## config.mk

```make
export PLATFORM = sky130hd
export DESIGN_NAME = hazard_ctrl
export DESIGN_NICKNAME = d
export VERILOG_FILES = /design/src/rtl/hazard_ctrl_pkg.sv /design/src/rtl/hazard_ctrl_sat_counter.sv /design/src/rtl/hazard_ctrl.sv
export SDC_FILE = /design/constraint.sdc
export NUM_CORES = 1
export LEC_CHECK = 0
export CORE_MARGIN = 3
export CORE_UTILIZATION = 25
export DETAILED_ROUTE_END_ITERATION = 12
export PLACE_DENSITY = 0.43
export RECOVER_POWER = 100
export SLEW_MARGIN = 30
export SYNTH_ARGS = -nofsm -noshare
export SYNTH_HDL_FRONTEND = slang
export SYNTH_HIERARCHICAL = 1
export SYNTH_SLANG_ARGS = --single-unit
```

## constraint.sdc

```tcl
create_clock -name clk -period 3.7 [get_ports clk]
set_input_delay 0.74 -clock clk [delete_from_list [all_inputs] [get_ports clk]]
set_output_delay 0.74 -clock clk [all_outputs]
set_load 0.05 [all_outputs]
```

## src/rtl/hazard_ctrl_pkg.sv

```systemverilog
// Shared definitions for the pipeline hazard controller: FSM state encodings
// and the width of the memory-wait counter.
package hazard_ctrl_pkg;

  localparam logic [1:0] ST_RUN      = 2'd0;
  localparam logic [1:0] ST_MEM_WAIT = 2'd1;
  localparam logic [1:0] ST_HALT     = 2'd2;

  // Wide enough for the largest legal MEM_TIMEOUT (255).
  localparam int WAIT_W = 8;

endpackage

```

## src/rtl/hazard_ctrl_sat_counter.sv

```systemverilog
// Saturating up-counter with synchronous clear; the value is registered and
// the count holds at all-ones instead of wrapping.
module sat_counter #(
  parameter int W = 32
) (
  input  logic         clk,
  input  logic         clr,
  input  logic         inc,
  output logic [W-1:0] cnt
);

  logic [W-1:0] cnt_q, cnt_d;

  always_comb begin
    cnt_d = cnt_q;
    if (clr) begin
      cnt_d = '0;
    end else if (inc && (cnt_q != '1)) begin
      cnt_d = cnt_q + {{(W-1){1'b0}}, 1'b1};
    end
  end

  always_ff @(posedge clk) begin
    cnt_q <= cnt_d;
  end

  assign cnt = cnt_q;

endmodule

```

## src/rtl/hazard_ctrl.sv

```systemverilog
// Pipeline hazard controller: load-use stalls, EX redirects, memory-wait freeze
// with timeout halt. Controls are combinational (zero latency); state and counters are registered.
module hazard_ctrl
  import hazard_ctrl_pkg::*;
#(
  parameter int MEM_TIMEOUT = 16,
  parameter int CNT_W       = 32
) (
  input  logic             clk,
  input  logic             reset,
  input  logic [4:0]       i_ID_Reg1,
  input  logic [4:0]       i_ID_Reg2,
  input  logic             i_ID_UsesReg1,
  input  logic             i_ID_UsesReg2,
  input  logic [4:0]       i_EX_RegDst,
  input  logic             i_EX_MemToReg,
  input  logic             i_EX_RegWrEn,
  input  logic             i_EX_Redirect,
  input  logic             i_MemReq,
  input  logic             i_MemReady,
  output logic             o_PcEn,
  output logic             o_IfIdEn,
  output logic             o_IdExEn,
  output logic             o_ExMemEn,
  output logic             o_IfIdFlush,
  output logic             o_IdExFlush,
  output logic             o_PcSel,
  output logic             o_Halted,
  output logic [CNT_W-1:0] o_StallCycles,
  output logic [CNT_W-1:0] o_FlushCount
);

  localparam logic [WAIT_W:0] TIMEOUT_LIM = (WAIT_W+1)'(MEM_TIMEOUT);

  logic [1:0]        state_q, state_d;
  logic [WAIT_W-1:0] wait_cnt_q, wait_cnt_d;
  logic              redir_pend_q, redir_pend_d;
  logic [WAIT_W:0]   wait_next;
  logic              mem_wait, load_use, redir;
  logic              stall_inc, flush_inc;

  always_comb begin
    mem_wait  = i_MemReq && !i_MemReady;
    load_use  = i_EX_MemToReg && i_EX_RegWrEn && (i_EX_RegDst != 5'd0) &&
                ((i_ID_UsesReg1 && (i_ID_Reg1 == i_EX_RegDst)) ||
                 (i_ID_UsesReg2 && (i_ID_Reg2 == i_EX_RegDst)));
    // A redirect that arrived during a memory wait is replayed once the wait clears.
    redir     = i_EX_Redirect || redir_pend_q;
    wait_next = {1'b0, wait_cnt_q} + (WAIT_W+1)'(1);

    o_PcEn       = 1'b1;
    o_IfIdEn     = 1'b1;
    o_IdExEn     = 1'b1;
    o_ExMemEn    = 1'b1;
    o_IfIdFlush  = 1'b0;
    o_IdExFlush  = 1'b0;
    o_PcSel      = 1'b0;
    o_Halted     = 1'b0;
    state_d      = state_q;
    wait_cnt_d   = wait_cnt_q;
    redir_pend_d = redir_pend_q;
    stall_inc    = 1'b0;
    flush_inc    = 1'b0;

    if (reset) begin
      o_PcEn       = 1'b0;
      o_IfIdEn     = 1'b0;
      o_IdExEn     = 1'b0;
      o_ExMemEn    = 1'b0;
      o_IfIdFlush  = 1'b1;
      o_IdExFlush  = 1'b1;
      state_d      = ST_RUN;
      wait_cnt_d   = '0;
      redir_pend_d = 1'b0;
    end else if (state_q == ST_HALT) begin
      o_PcEn    = 1'b0;
      o_IfIdEn  = 1'b0;
      o_IdExEn  = 1'b0;
      o_ExMemEn = 1'b0;
      o_Halted  = 1'b1;
    end else if (mem_wait) begin
      o_PcEn     = 1'b0;
      o_IfIdEn   = 1'b0;
      o_IdExEn   = 1'b0;
      o_ExMemEn  = 1'b0;
      stall_inc  = 1'b1;
      wait_cnt_d = wait_next[WAIT_W-1:0];
      if (i_EX_Redirect) begin
        redir_pend_d = 1'b1;
      end
      state_d = (wait_next >= TIMEOUT_LIM) ? ST_HALT : ST_MEM_WAIT;
    end else begin
      state_d    = ST_RUN;
      wait_cnt_d = '0;
      if (redir) begin
        o_PcSel      = 1'b1;
        o_IfIdFlush  = 1'b1;
        o_IdExFlush  = 1'b1;
        flush_inc    = 1'b1;
        redir_pend_d = 1'b0;
      end else if (load_use) begin
        o_PcEn      = 1'b0;
        o_IfIdEn    = 1'b0;
        o_IdExFlush = 1'b1;
        stall_inc   = 1'b1;
      end
    end
  end

  always_ff @(posedge clk) begin
    state_q      <= state_d;
    wait_cnt_q   <= wait_cnt_d;
    redir_pend_q <= redir_pend_d;
  end

  sat_counter #(.W(CNT_W)) u_stall_cnt (
    .clk (clk),
    .clr (reset),
    .inc (stall_inc),
    .cnt (o_StallCycles)
  );

  sat_counter #(.W(CNT_W)) u_flush_cnt (
    .clk (clk),
    .clr (reset),
    .inc (flush_inc),
    .cnt (o_FlushCount)
  );

endmodule

```

==> results.py <==
metrics = {
    "status": {
        "status": "finished, final reports clean",
    },
    "pwr": {
        "leakagePower_nw": 1.890,
        "cellPowerDensity_nw_per_um2": 320.6,
        "ir_worst_vdd_v": 0.0002089,
    },
    "die": {
        "die_h_um": 133.8,
        "die_x_um": 133.8,
        "ios": 96,
        "initial_core_util_pct": 25.59,
        "coreArea_um2": 15940,
        "fp-row-count": 46,
        "die_area_um2": 17890,
    },
    "critical_path": {
        "r2r_setup_slack_ps": 780,
        "cp.arrival_ps": 2680,
        "path_cells": "clkdlybuf4s50_1 -> or4_1 -> o211ai_2 -> buf_4 -> or3_1 -> o21ba_1 -> clkbuf_2",
        "slowest_delay_ps": 570,
        "r2r-end": "u_flush_cnt/cnt[4]$_SDFFE_PP0P_",
        "path_depth": 7,
        "cp-startpoint": "i_EX_RegDst[1]",
        "cp_max_fo": 3,
        "crit_buf_inv": 3,
        "worst_r2r_startpoint": "u_flush_cnt/cnt[16]$_SDFFE_PP0P_",
        "path_delay_family": "buffers and inverters",
        "worstSetupPathType": "input port to output pin",
        "startpoint_type": "input port",
        "r2r_cells": 5,
        "crit_required_ps": 2960,
        "crit_path_end_kind": "output pin",
        "slowest_stage": "or4_1",
        "crit_path_end": "o_IfIdEn",
    },
    "flow_run": {
        "maxCapViolations": 0,
    },
    "logic_synthesis": {
        "synth-main-ff-cell": "dfxtp_1",
        "yosys-top-cells-area": "dfxtp_1 37%, a21oi_1 5.8%, or4_1 4.6%",
        "yosysWarnings": 6,
        "syn_avg_cell_area_um2": 8.378,
        "synth_top_area_share_pct": 36.80,
        "yosys.area.top_type": "dfxtp_1",
        "syn-num-nets": 515,
        "post-synth-top-count-cell": "dfxtp_1",
        "synth_common_cells": "75 x dfxtp_1, 47 x a21oi_1, 36 x nor2_1, 29 x nand3_1, 26 x nand2_1",
        "syn_area_um2": 4080,
        "yosysSeqAreaShare_pct": 36.80,
        "synth-seq-cells": 75,
        "synth.distinct_cells": 49,
        "netlist_instances": 487,
        "synth_async_sr_flop_share_pct": 0,
        "synth_edf_count": 0,
    },
    "route": {
        "wl_met2_mm": 5.559,
        "topRoutingLayerUsed": "met4",
        "drtIter0Drc": 170,
        "drc": 0,
        "ant_nets": 0,
        "first_pass_iters": 4,
        "routed-wl-met3_um": 632,
        "wirelength_mm": 12.16,
        "via_per_inst": 5.135,
        "m1WireLength_mm": 5.771,
        "dr_total_vias": 4139,
        "avgRoutedWirePerCell_um": 15.08,
    },
    "clocking": {
        "numCtsBuffers": 9,
        "worstSkewPairLatency_ps": 340,
        "cts.htree.levels": 3,
        "cts_sinks": 75,
        "cts_hold_buf": 0,
        "max-clock-path-buffers": 2,
        "cts_tree": "yes",
        "cts.reportedPaths.clkPinSlew_ps": 60,
        "post_cts_resize_count": 0,
        "cts-root-buf": "clkbuf_16",
        "cts_setup_buffers": 0,
    },
    "timing": {
        "worst_slack_ps": 278.0,
        "finalCritPeriodShare_pct": 92.49,
        "fin_crit_ps": 3422,
        "max_slew_margin_pct": 6.109,
        "fmax_mhz": 292.2,
        "worstMarginPinSlew_ps": 1390,
        "setup_viol": 0,
        "grt_setup_unrepaired": "no",
        "hold_viol": 0,
        "whs_ps": 486.0,
        "worst_clock_skew_ps": 8.596,
        "maxSlewViolCount": 0,
    },
    "placement": {
        "dpl.cell_count": 790,
        "io_buffers": 95,
        "place_congestion": 0.7192,
        "post-place-ws_ps": -32.02,
        "dpl.hpwl_mm": 8.723,
    },
    "finish": {
        "final_nets": 613,
        "antenna_cells": 0,
        "instances_no_fill": 806,
        "drive_gt1_share_pct": 7.119,
        "fill_cells": 1687,
        "syn_to_final_growth_pct": 35.02,
        "fin_util_pct": 34.56,
    },
    "global_routing": {
        "overflow": 0,
        "grt_use_total_pct": 13.57,
        "grt_pass1_wl_mm": 19.76,
        "grt_pass1_vias": 3833,
        "grt_max_degree": 71,
        "antenna_found_initial": 0,
    },
    "hold_path": {
        "worstHoldPathType": "flop to flop",
    },
}
-- metal layers --
| layer | vias up | track usage (%) |
|---|---|---|
| met1 | 1972 | 18.37 |
| met2 | 98 | 20.92 |
| met5 | - | 0 |
| met3 | 15 | 3.437 |
| met4 | 0 | 4.914 |
| li1 | 2054 | - |
-- worst min-delay path by stage --
stage / from / endpoint / slack, ps / cells past startpoint
after CTS: wait_cnt_q[6]$_SDFFE_PP0N_ / wait_cnt_q[6]$_SDFFE_PP0N_ / 490 / 1
after global placement: wait_cnt_q[6]$_SDFFE_PP0N_ / wait_cnt_q[6]$_SDFFE_PP0N_ / 480 / 1
after detailed placement: wait_cnt_q[6]$_SDFFE_PP0N_ / wait_cnt_q[6]$_SDFFE_PP0N_ / 480 / 1
final: wait_cnt_q[6]$_SDFFE_PP0N_ / wait_cnt_q[6]$_SDFFE_PP0N_ / 490 / 1
after global routing: wait_cnt_q[6]$_SDFFE_PP0N_ / wait_cnt_q[6]$_SDFFE_PP0N_ / 500 / 1
after floorplan: wait_cnt_q[6]$_SDFFE_PP0N_ / wait_cnt_q[6]$_SDFFE_PP0N_ / 460 / 1
-- report_power, final --
group / leakage (nW) / switching [mW] / internal [mW]
Combinational: 1.15 / 0.0686 / 0.0486
Clock: 0.135 / 0.345 / 0.489
Sequential: 0.605 / 0.00454 / 0.811
-- layout by cell type, fill, tap and decap left out, drive strengths merged, types with 24 or more instances in the layout --
| master | instances |
|---|---|
| dfxtp | 75 |
| dlygate4sd3 | 69 |
| a21oi | 47 |
| nor2 | 36 |
| nand3 | 31 |
| nand2 | 26 |
| or4 | 25 |
| o31ai | 24 |
| clkbuf | 24 |
-- cell families after synthesis --
| group | Yosys count | synth area share [%] |
|---|---|---|
| AOI/OAI and AO/OA | 116 | 18.49 |
| xor gates and xnor gates | 27 | 5.796 |
| adders and majority gates | 4 | 1.227 |
| buffers and inverters | 33 | 3.465 |
| DFF | 75 | 36.80 |
| muxes | 7 | 1.840 |
| and+or+nand+nor | 225 | 32.38 |
-- worst reg2reg max path: cells and delay by family, from the launching register on --
kind | cells | cell delay [ps]
AOI/OAI and AO/OA | 3 | 1660
and+or+nand+nor | 2 | 750
DFF | 1 | 450
-- metrics by stage --
| stage | setup TNS, ps | instance area (um2) | power [mW] |
|---|---|---|---|
| final | 0 | 5509 | 1.766 |
| after global routing | 0 | 5509 | 1.847 |
| after detailed placement | -52.70 | 5373 | 0.9658 |
| after global placement | 0 | 5373 | 0.9659 |
| after floorplan | 0 | 4080 | 0.9021 |
| after CTS | 0 | 5654 | 1.820 |
-- registers in the layout (all words and copies together), names as in the netlist --
| signal | flops |
|---|---|
| u_flush_cnt/cnt | 32 |
| redir_pend_q | 1 |
| state_q | 2 |
| u_stall_cnt/cnt | 32 |
| wait_cnt_q | 8 |
-- area by class of cell --
| cell class | instances | area, um2 | area share (%) |
|---|---|---|---|
| Inverter | 6 | 22.52 | 0.4088 |
| Tap cell | 216 | 270.3 | 4.906 |
| Sequential cell | 75 | 1501 | 27.25 |
| Multi-Input combinational cell | 379 | 2386 | 43.31 |
| Timing Repair Buffer | 114 | 1047 | 19.01 |
| Clock inverter | 4 | 25.02 | 0.4542 |
| Clock buffer | 12 | 256.5 | 4.656 |
(Power assumes the default switching activity.)
